$ cat src/rtl/tt_um_latch_driver.sv
// Set/reset pulse sequencer for the NOR SR latch tile: debounced buttons in, non-overlapping S/R pulses out.
// Define LATCH_DRV_READBACK_EN to enable the settle/check readback of Q/Qn and the error counters.
module tt_um_latch_driver #(
  parameter int DEB_CYCLES    = 4,
  parameter int PULSE_CYCLES  = 3,
  parameter int SETTLE_CYCLES = 2
) (
  input  logic       clk,
  input  logic       rst_n,
  input  logic       ena,
  input  logic [7:0] ui_in,
  output logic [7:0] uo_out,
  input  logic [7:0] uio_in,
  output logic [7:0] uio_out,
  output logic [7:0] uio_oe
);

  typedef enum logic [1:0] {
    IDLE   = 2'b00,
    DRIVE  = 2'b01,
    SETTLE = 2'b10,
    CHECK  = 2'b11
  } state_e;

  localparam logic [3:0] DEB_MAX   = 4'(DEB_CYCLES);
  localparam logic [3:0] PULSE_LD  = 4'(PULSE_CYCLES - 1);
  localparam logic [3:0] SETTLE_LD = 4'(SETTLE_CYCLES - 1);

  logic [3:0] sync1_q, sync2_q;
  logic [3:0] deb_cnt_q [2];
  logic [3:0] deb_cnt_d [2];
  logic [1:0] deb, deb_prev_q, req_q;
  state_e     state_q, state_d;
  logic [3:0] cnt_q, cnt_d;
  logic       dir_q, dir_d;
  logic       s_q, s_d, r_q, r_d;
  logic       err_q, err_d;
  logic [3:0] err_cnt_q, err_cnt_d;
  logic       unused_ok;

  always_comb begin
    for (int i = 0; i < 2; i++) begin
      deb_cnt_d[i] = deb_cnt_q[i];
      if (!sync2_q[i]) begin
        deb_cnt_d[i] = '0;
      end else if (deb_cnt_q[i] != DEB_MAX) begin
        deb_cnt_d[i] = deb_cnt_q[i] + 4'd1;
      end
      deb[i] = (deb_cnt_q[i] == DEB_MAX);
    end
  end

  always_comb begin
    state_d   = state_q;
    cnt_d     = cnt_q;
    dir_d     = dir_q;
    err_d     = err_q;
    err_cnt_d = err_cnt_q;
    case (state_q)
      IDLE: begin
        // Simultaneous set+reset requests (2'b11) are dropped on purpose.
        if (req_q == 2'b01 || req_q == 2'b10) begin
          dir_d   = req_q[0];
          cnt_d   = PULSE_LD;
          state_d = DRIVE;
        end
      end
      DRIVE: begin
        if (cnt_q == '0) begin
`ifdef LATCH_DRV_READBACK_EN
          cnt_d   = SETTLE_LD;
          state_d = SETTLE;
`else
          state_d = IDLE;
`endif
        end else begin
          cnt_d = cnt_q - 4'd1;
        end
      end
`ifdef LATCH_DRV_READBACK_EN
      SETTLE: begin
        if (cnt_q == '0) begin
          state_d = CHECK;
        end else begin
          cnt_d = cnt_q - 4'd1;
        end
      end
      CHECK: begin
        state_d = IDLE;
        // Expected readback is Q=dir, Qn=!dir; 00 and 11 also count as faults.
        if (sync2_q[3:2] != {~dir_q, dir_q}) begin
          err_d = 1'b1;
          if (err_cnt_q != 4'hF) begin
            err_cnt_d = err_cnt_q + 4'd1;
          end
        end
      end
`endif
      default: state_d = IDLE;
    endcase
    s_d = (state_d == DRIVE) &&  dir_d;
    r_d = (state_d == DRIVE) && !dir_d;
  end

  always_ff @(posedge clk or negedge rst_n) begin
    if (!rst_n) begin
      sync1_q      <= '0;
      sync2_q      <= '0;
      deb_cnt_q[0] <= '0;
      deb_cnt_q[1] <= '0;
      deb_prev_q   <= '0;
      req_q        <= '0;
      state_q      <= IDLE;
      cnt_q        <= '0;
      dir_q        <= 1'b0;
      s_q          <= 1'b0;
      r_q          <= 1'b0;
      err_q        <= 1'b0;
      err_cnt_q    <= '0;
    end else begin
      sync1_q      <= ui_in[3:0];
      sync2_q      <= sync1_q;
      deb_cnt_q[0] <= deb_cnt_d[0];
      deb_cnt_q[1] <= deb_cnt_d[1];
      deb_prev_q   <= deb;
      req_q        <= deb & ~deb_prev_q;
      state_q      <= state_d;
      cnt_q        <= cnt_d;
      dir_q        <= dir_d;
      s_q          <= s_d;
      r_q          <= r_d;
      err_q        <= err_d;
      err_cnt_q    <= err_cnt_d;
    end
  end

  assign uo_out  = {err_cnt_q, err_q, (state_q != IDLE), r_q, s_q};
  assign uio_out = {6'b0, state_q};
  assign uio_oe  = 8'h00;

`ifdef LATCH_DRV_READBACK_EN
  assign unused_ok = &{1'b0, ena, uio_in, ui_in[7:4]};
`else
  assign unused_ok = &{1'b0, ena, uio_in, ui_in[7:4], sync2_q[3:2], SETTLE_LD};
`endif

endmodule

$ cat config.mk
export PLATFORM = sky130hd
export DESIGN_NAME = tt_um_latch_driver
export DESIGN_NICKNAME = d
export VERILOG_FILES = /design/src/rtl/tt_um_latch_driver.sv
export SDC_FILE = /design/constraint.sdc
export NUM_CORES = 1
export LEC_CHECK = 0
export BUFFER_PORTS_ARGS = -buffer_cell sky130_fd_sc_hd__buf_4
export CAP_MARGIN = 0
export CORE_ASPECT_RATIO = 1.75
export CORE_MARGIN = 3
export CORE_UTILIZATION = 49
export DETAILED_ROUTE_END_ITERATION = 10
export PLACE_DENSITY = 0.79
export SLEW_MARGIN = 20
export SYNTH_ARGS = -nofsm -noshare
export SYNTH_HDL_FRONTEND = slang
export SYNTH_SLANG_ARGS = --single-unit
$ cat constraint.sdc
create_clock -name clk -period 1.99 [get_ports clk]
set_clock_uncertainty 0.15 [all_clocks]
set_input_delay 0 -clock clk [delete_from_list [all_inputs] [get_ports clk]]
set_output_delay 0 -clock clk [all_outputs]
set_load 0.005 [all_outputs]
**After elaboration in Yosys (flattened, before gate mapping)**

Cells that the tools add are included.

- $mul: 0
- $lt $le $gt $ge: 0
- Equal/unequal tests: 12
- Multiplexer cells: 12
- Reduce and logical (&&, ||, !) cells: 9
- Divide/modulo/power cells: 0
- Bitwise logic cells: 2
- Shift operators: 0
- Add/subtract/negate cells: 3

Operator list:

| kind | number |
|---|---|
| 4-bit 2-to-1 mux | 6 |
| 4-bit by 1-bit adder with 4-bit output, second input constant | 2 |
| 4-bit by 3-bit equality test with 1-bit output, second input constant | 2 |
| 4-bit by 3-bit inequality test with 1-bit output, second input constant | 2 |
| 4-bit one-hot mux with 2 select lines | 1 |
| 2-bit by 1-bit equality test with 1-bit output, second input constant | 3 |
| 4-bit logical NOT | 1 |
| 2-bit 2-to-1 mux | 2 |
| 2-bit by 1-bit inequality test with 1-bit output, second input constant | 2 |
| 2-bit inequality test, second input constant | 2 |
| 2-bit one-hot mux with 2 select lines | 1 |
| 2-bit nonzero test | 2 |
| 4-bit by 1-bit subtractor with 4-bit output, second input constant | 1 |
| 3-bit AND reduction | 1 |
| 2-bit bitwise AND | 1 |
| 2-bit equality test, second input constant | 1 |
| 1-bit logical AND | 2 |
| 2-bit logical NOT | 1 |
| 1-bit 2-to-1 mux | 2 |
| 2-bit inverter | 1 |
| 1-bit logical NOT | 1 |
| 1-bit logical OR | 1 |

- Bits in read-only memories: 0
- Latch bits: 0
- RAM bits: 0
- Flip-flop bits (word level): 25
- Output and inout bits: 24
- Logic and storage cells: 49
- Memories: 0

**Longest topological paths before layout**

Gate-level depths: netlist of the first run.

- Word-level depth: 6
- Mapped depth: 5

**Worst setup path after synthesis of the first run**

OpenSTA, ideal clock, no wires.

- Path type: flip-flop to flip-flop
- Start point: register cnt_q[0]
- End point: register cnt_q[1]
- Slack: 411 ps
- Path buffers: 0
- Cell stages (with the launch flop): 6
- Arrival time: 1306 ps
- Library setup time: 123 ps
- Data required time: 1717 ps
- Path through: dfrtp_1 > inv_1 > ha_1 > nor3b_1 > o22ai_2 > a2bb2oi_1

- Longest elaborated chain between the ends: 3

RTL lines:

| item | line | source |
|---|---|---|
| start: declaration | 34 | `logic [3:0] cnt_q, cnt_d;` |
| start signal: assignment | 128 | `cnt_q <= cnt_d;` |
| 4-bit by 1-bit subtractor with 4-bit output or 4-bit logical NOT (tied branches) | 77, 69 |  |
| 4-bit 2-to-1 mux or 2-bit inequality test (tied branches) | - |  |
| 4-bit one-hot mux with 2 select lines or 3-bit AND reduction (tied branches) | - |  |

Parallel ways exist; a longest one is shown, timed or not. The select of a mux whose other input is x is not followed.
A chain may end at the register's enable or synchronous reset.

**Final worst setup path of the first run**

- Start point: register cnt_q[0]
- End point: register cnt_q[0]

The elaborated chain is that of the path after synthesis.

==> run metrics, run 1 <==
status completed; Initial Utilization 0.5239; R2R cell count 6; TritonCTS Buffers 3; final setup fails 0; share of cells above drive strength 1 0.1280; Hold Fails Final Rpt 0; r2r startpoint cnt_q[0]; critical path startpoint cnt_q[0]; Tot GR Track Use 0.1260; routed vias roughly 710; worst vdd ir 0.5783 mV; Synth Register Bits 25; post-synth top area share 0.5061; global route overflow 0; P_sw ~0.00053 W; RSZ-0062 raised after global routing false; Synth top cells by count dfrtp_1, buf_4, inv_1; min Tclk post-route approximately 1.6 ns; most frequent cell after synthesis dfrtp_1; Max Buffers Root-to-Sink 2; Skew-Pair Late Insertion Delay 0.27 ns; number of top-level pins 43; CTS tree yes; Critical Path Sink cnt_q[0]; Gate power share 0.332; dpl hpwl 1282 um; Yosys warning total 0; post-synth top area cell dfrtp_1; setup_tns 0 ns; Flop pwr share 0.486; via/cell ratio about 4.8; mean post-synth cell area roughly 11 um^2; layout overhead on the synthesized area 7.186%; fin cells 150; Final Wtd Congestion 0.7583; IO Port Bufs 8; largest net degree at the start of global routing 26; critical path capture point type flip-flop; chip width 43.97 um; Final period util 0.8134; Detailed Route Iter0 Violations 8; Area contributors post-synth dfrtp_1, buf_4, ha_1; CP startpoint kind flip-flop; Synth Instances roughly 110; Worst Hold Class in -> async; DRC errors left 0; Post-layout nets 151; hold-fix buffers at CTS 3; depth of the CTS H-tree 1; CORE AREA around 0.0024 mm^2; Antenna Violating Nets Remaining 0; CP cell instances inv_1 -> ha_1 -> nor3b_1 -> buf_4 -> o22ai_2 -> mux2i_1; Placed Cells incl. Taps 143; async set-reset flop share out of synthesis 1.000; Setup CP Type reg -> reg; Post-CTS Setup Inserts 0; DR WL/cell between 10 and 15 um; crit-path max FO 5; slowest CP cell dfrtp_1; sequential area share after synthesis 0.5061; Critical Path RT slightly below 2 ns; Slew Limit Fails 0; Sw Ratio 0.3329; Post-synth EDFFs 0; drt total wl 1663 um; first drt pass iteration count 3; top_reg_cell synth dfrtp_1; Pwr Total between 0.0015 and 0.002 W; Clk pwr share 0.182; worst path arrival time 1.60 ns; Worst R2R End cnt_q[0]; register-to-register setup slack between 0.3 and 0.4 ns; initial antenna violation count 0; CTS root buf clkbuf_8; Resized cells post-CTS 0; CTS Sinks 25; Core Rows 23; leakage power figure 0.6861 nW; f_max around 620 MHz; PD cells 1198 mW/mm^2; vias in the first global route 713; first-pass GRT wire length 2939 um; Max stage delay on crit path 0.40 ns; MaxCap Viol Count 0; Internal Power 0.001059 W; die height 72.45 um; Post-Syn Area roughly 0.0012 mm^2; # diodes 0; Unique masters post-synth 28; clock-pin transition on the worst setup and hold timing paths 0.08 ns; Die ar. 0.003185 mm^2
[cells in the final DEF (no fill, tap or decap), drive strengths merged, types with 2 or more instances in the layout]
cell type,count
conb,20
a211o,2
buf,9
a21boi,2
nand2b,2
nor2,6
ha,6
mux2i,5
nand3b,2
dlygate4sd3,3
dfrtp,25
xnor2,5
inv,12
nand3,2
o21ai,4
and2,2
clkbuf,3
nor2b,4
[power groups by stage]
stage | Sequential [W] | Combinational (W) | Clock [W]
after floorplan | 0.000755 | 0.000428 | 0
after global placement | 0.000772 | 0.000497 | 0
after detailed placement | 0.000783 | 0.000526 | 0
after CTS | 0.000772 | 0.000536 | 0.000305
after global routing | 0.000795 | 0.000616 | 0.000326
final | 0.000771 | 0.000526 | 0.000290
[per-layer routing]
metal / part of all wire / global-route usage / up-vias
met1: 0.37 / 0.1373 / 349
met3: 0.034 / 0.02233 / 5
met2: 0.56 / 0.2110 / 14
met4: 0.034 / 0.09060 / 0
li1: - / - / 346
met5: 0 / 0 / -
[worst min-delay path by stage]
stage	startpoint	end	slack [ns]	cells after the start
after floorplan	rst_n	cnt_q[0]	-0.45	0
after global placement	rst_n	cnt_q[2]	-0.24	1
after detailed placement	rst_n	cnt_q[2]	-0.24	1
after CTS	rst_n	sync1_q[0]	0.01	2
after global routing	rst_n	state_q[1]	0.03	2
final	rst_n	sync1_q[0]	0.02	2
[sequential cells by signal, summed over array words and instances, names as in the netlist]
register and flops:
deb_cnt_q 8, cnt_q 4, deb_prev_q 2, req_q 2, state_q 2, sync1_q 2, sync2_q 2, dir_q 1
r_q 1, s_q 1
[cell type report]
class | count | area, um^2
clock buffers | 3 | 41.29
clock inverters | 1 | 5.005
fillers | 206 | 1035
inverters | 12 | 45.04
multi-input cells | 72 | 479.2
flip-flops and latches | 25 | 625.6
well taps | 25 | 31.28
repair buffers | 12 | 97.59
[cells by family (layout without fill, tap and decap cells)]
kind of cell	after synthesis	count (layout)	synth area share
buffers and inverters	33	28	0.1640
flip-flops	25	25	0.5061
AND/OR/NAND/NOR	22	22	0.1022
AO/OA/AOI/OAI	14	14	0.08805
adder cells (fa/ha/maj)	6	6	0.06073
XOR/XNOR	5	5	0.03542
multiplexers	5	5	0.04049
other	1	20	0.003034
[critical path, delay by kind of cell (launching register included)]
kind | cells | cell delay, ns
flops | 1 | 0.40
compound gates | 1 | 0.26
buf+inv | 2 | 0.23
fa+ha+maj | 1 | 0.19
simple gates | 1 | 0.13
mux | 1 | 0.13
[stage by stage]
stage | util | hold slack (ns) | cell area [um^2] | setup slack [ns]
finish | 0.5615 | 0.01765 | 1325 | 0.3713
global route | 0.5615 | 0.03281 | 1325 | 0.2582
CTS | 0.5615 | 0.01307 | 1325 | 0.3479
detailed placement | 0.5292 | -0.2362 | 1249 | 0.3610
global placement | 0.5292 | -0.2389 | 1249 | 0.4118
floorplan | - | -0.4456 | 1308 | 0.4111
Note: power is estimated with default switching activity, not from simulation.
==> inputs of run 2 (changes only) <==
==> constraint.sdc (replaced) <==
create_clock -name clk -period 1.5 [get_ports clk]
set_clock_uncertainty 0.15 [all_clocks]
set_input_delay 0 -clock clk [delete_from_list [all_inputs] [get_ports clk]]
set_output_delay 0 -clock clk [all_outputs]
set_load 0.005 [all_outputs]
==> run 2 against run 1 <==
  * The run now ends with negative setup slack left
  * Cell count grew 4.7%
  * Sequential share of layout area shrank 3.1 points
  * Combinational power grew 73%
==> run metrics, run 2 (synthesized netlist as in run 1, its figures left out) <==
pre-CTS WS -0.06805 ns (-0.4290 ns); commonest non-fill, non-tap cell in the layout dfrtp_1; routed wl met3 57 um (unchanged); worst vdd ir 0.8768 mV (+52%); DR WL/cell 12.24 um (+10%); biggest regs deb_cnt_q x8, cnt_q x4; CP cell instances inv_2 -> ha_4 -> nor3b_4 -> o22ai_4 -> a2bb2oi_2; Core Util, Final 0.6023 (+0.04083); drt total wl 1922 um (+16%); WP buf/inv 1 (-1); global route overflow 0 (unchanged); chip width 43.97 um (unchanged); Setup CP Type reg -> reg; MaxCap Viol Count 0 (unchanged); DRC errors left 0 (unchanged); via/cell ratio 4.739 (-0.44%); flip-flop count of the largest register after layout 8 (unchanged); number of top-level pins 43 (unchanged); Antenna Violating Nets Remaining 0 (unchanged); Worst Hold Class in -> async; die height 72.45 um (unchanged); Placed Cells incl. Taps 145 (+1.4%); depth of the CTS H-tree 1 (unchanged); clock-pin transition on the worst setup and hold timing paths 0.08 ns (about the same); Core Rows 23 (unchanged); critical path capture point type flip-flop; share of cells above drive strength 1 0.2348 (+0.1068); status complete, but fails checks; DRT met1 WL 650 um (+5.5%); family with the most delay on the worst path flip-flops; min Tclk post-route 1.525 ns (-0.09385 ns); initial antenna violation count 0 (unchanged); Final period util 1.017 (+0.2032); TritonCTS Buffers 3 (unchanged); Die ar. 0.003185 mm^2 (unchanged); Final Wtd Congestion 0.7421 (-2.1%); f_max 655.8 MHz (+6.2%); crit-path max FO 5 (unchanged); CP startpoint kind flip-flop; Detailed Route Iter0 Violations 6 (-2); Worst path depth 5 (-1); commonest non-fill, non-tap cells in the layout dfrtp_1, conb_1, buf_4; worst path arrival time 1.52 ns (-0.08 ns); CORE AREA 0.002360 mm^2 (unchanged); first-pass GRT wire length 3208 um (+9.2%); Slew Limit Fails 0 (unchanged); leakage power figure 0.7149 nW (+4.2%); PD cells 1636 mW/mm^2 (+37%); top sig layer met4; Tot GR Track Use 0.1349 (+0.008937); placed inst area 0.001269 mm^2 (+1.6%); slowest CP cell dfrtp_1; Initial Utilization 0.5239 (unchanged); CTS Sinks 25 (unchanged); violated checks negative setup slack; # diodes 0 (unchanged); final worst setup slack -0.02484 ns (-0.3962 ns); vias in the first global route 762 (+6.9%); Final Cell Area 0.001421 mm^2 (+7.3%); Post-layout nets 158 (+4.6%); R2R cell count 5 (-1); final setup fails 3 (+3); Skew-Pair Late Insertion Delay 0.26 ns (about the same); Max Buffers Root-to-Sink 2 (unchanged); routed vias 744 (+4.2%); dpl hpwl 1437 um (+12%); CTS tree yes; hold_ws 0.005291 ns (-0.01236 ns); largest net degree at the start of global routing 26 (unchanged); IO Port Bufs 8 (unchanged); RSZ-0062 raised after global routing true; Largest Register deb_cnt_q; Met2 Wirelength 1179 um (+27%); layout overhead on the synthesized area 14.98%; Critical Path RT 1.50 ns (-0.48 ns); fin cells 157 (+4.7%); CTS root buf clkbuf_8; Max stage delay on crit path 0.42 ns (+0.02 ns); first drt pass iteration count 4 (+1); Hold Fails Final Rpt 0 (unchanged)
[run 2: through the flow]
stage | power, W | setup TNS [ns]
after floorplan | 0.001575 | 0
after global placement | 0.001720 | 0
after detailed placement | 0.001787 | -0.1549
after CTS | 0.002300 | -0.08117
after global routing | 0.002512 | -0.3881
final | 0.002326 | -0.06391
[run 2: cell type report]
class | count | area (um^2)
clock buffer | 3 | 41.29
clock inverter | 1 | 7.507
fill | 194 | 938.4
inverter | 12 | 45.04
multi-input combinational | 72 | 519.2
sequential | 25 | 626.9
tap | 25 | 31.28
timing repair buffer | 19 | 150.1
[run 2: timing repair]
| item | CTS | global route |
|---|---|---|
| setup buffers | 2 | 3 |
| gates resized for setup | 9 | 1 |
| endpoints found under the setup margin | 6 | 8 |
| endpoints found under the hold margin | 27 | 0 |
| hold buffers | 3 | 0 |
| pin swaps | 2 | 4 |
[run 2: per-layer routing]
layer  vias up  track usage
li1        361            -
met1       365       0.1287
met4         0      0.06040
met2        14       0.2630
met5         -            0
met3         4      0.02233
[run 2: worst paths after layout]
check | endpoint | start | slack, ns
max | cnt_q[1] | cnt_q[1] | -0.02
min | deb_cnt_q[7] | rst_n | 0.005
max reg2reg | cnt_q[1] | cnt_q[1] | -0.02
min reg2reg | sync2_q[0] | sync1_q[0] | 0.20
max in group asynchronous | cnt_q[2] | rst_n | 0.93
min in group clk | sync2_q[0] | sync1_q[0] | 0.20
[run 2: worst register-to-register path: cells and delay by family (launching register included)]
kind | cells | cell delay (ns)
compound gates | 2 | 0.32
fa+ha+maj | 1 | 0.12
simple gates | 1 | 0.30
flops | 1 | 0.42
buf+inv | 1 | 0.10
[run 2: power by group]
group	leakage (nW)	switching, W	internal (W)
combinational	0.374	0.000432	0.000477
sequential	0.319	0.000169	0.000865
clock	0.0217	0.000196	0.000188
total	0.715	0.000796	0.00153
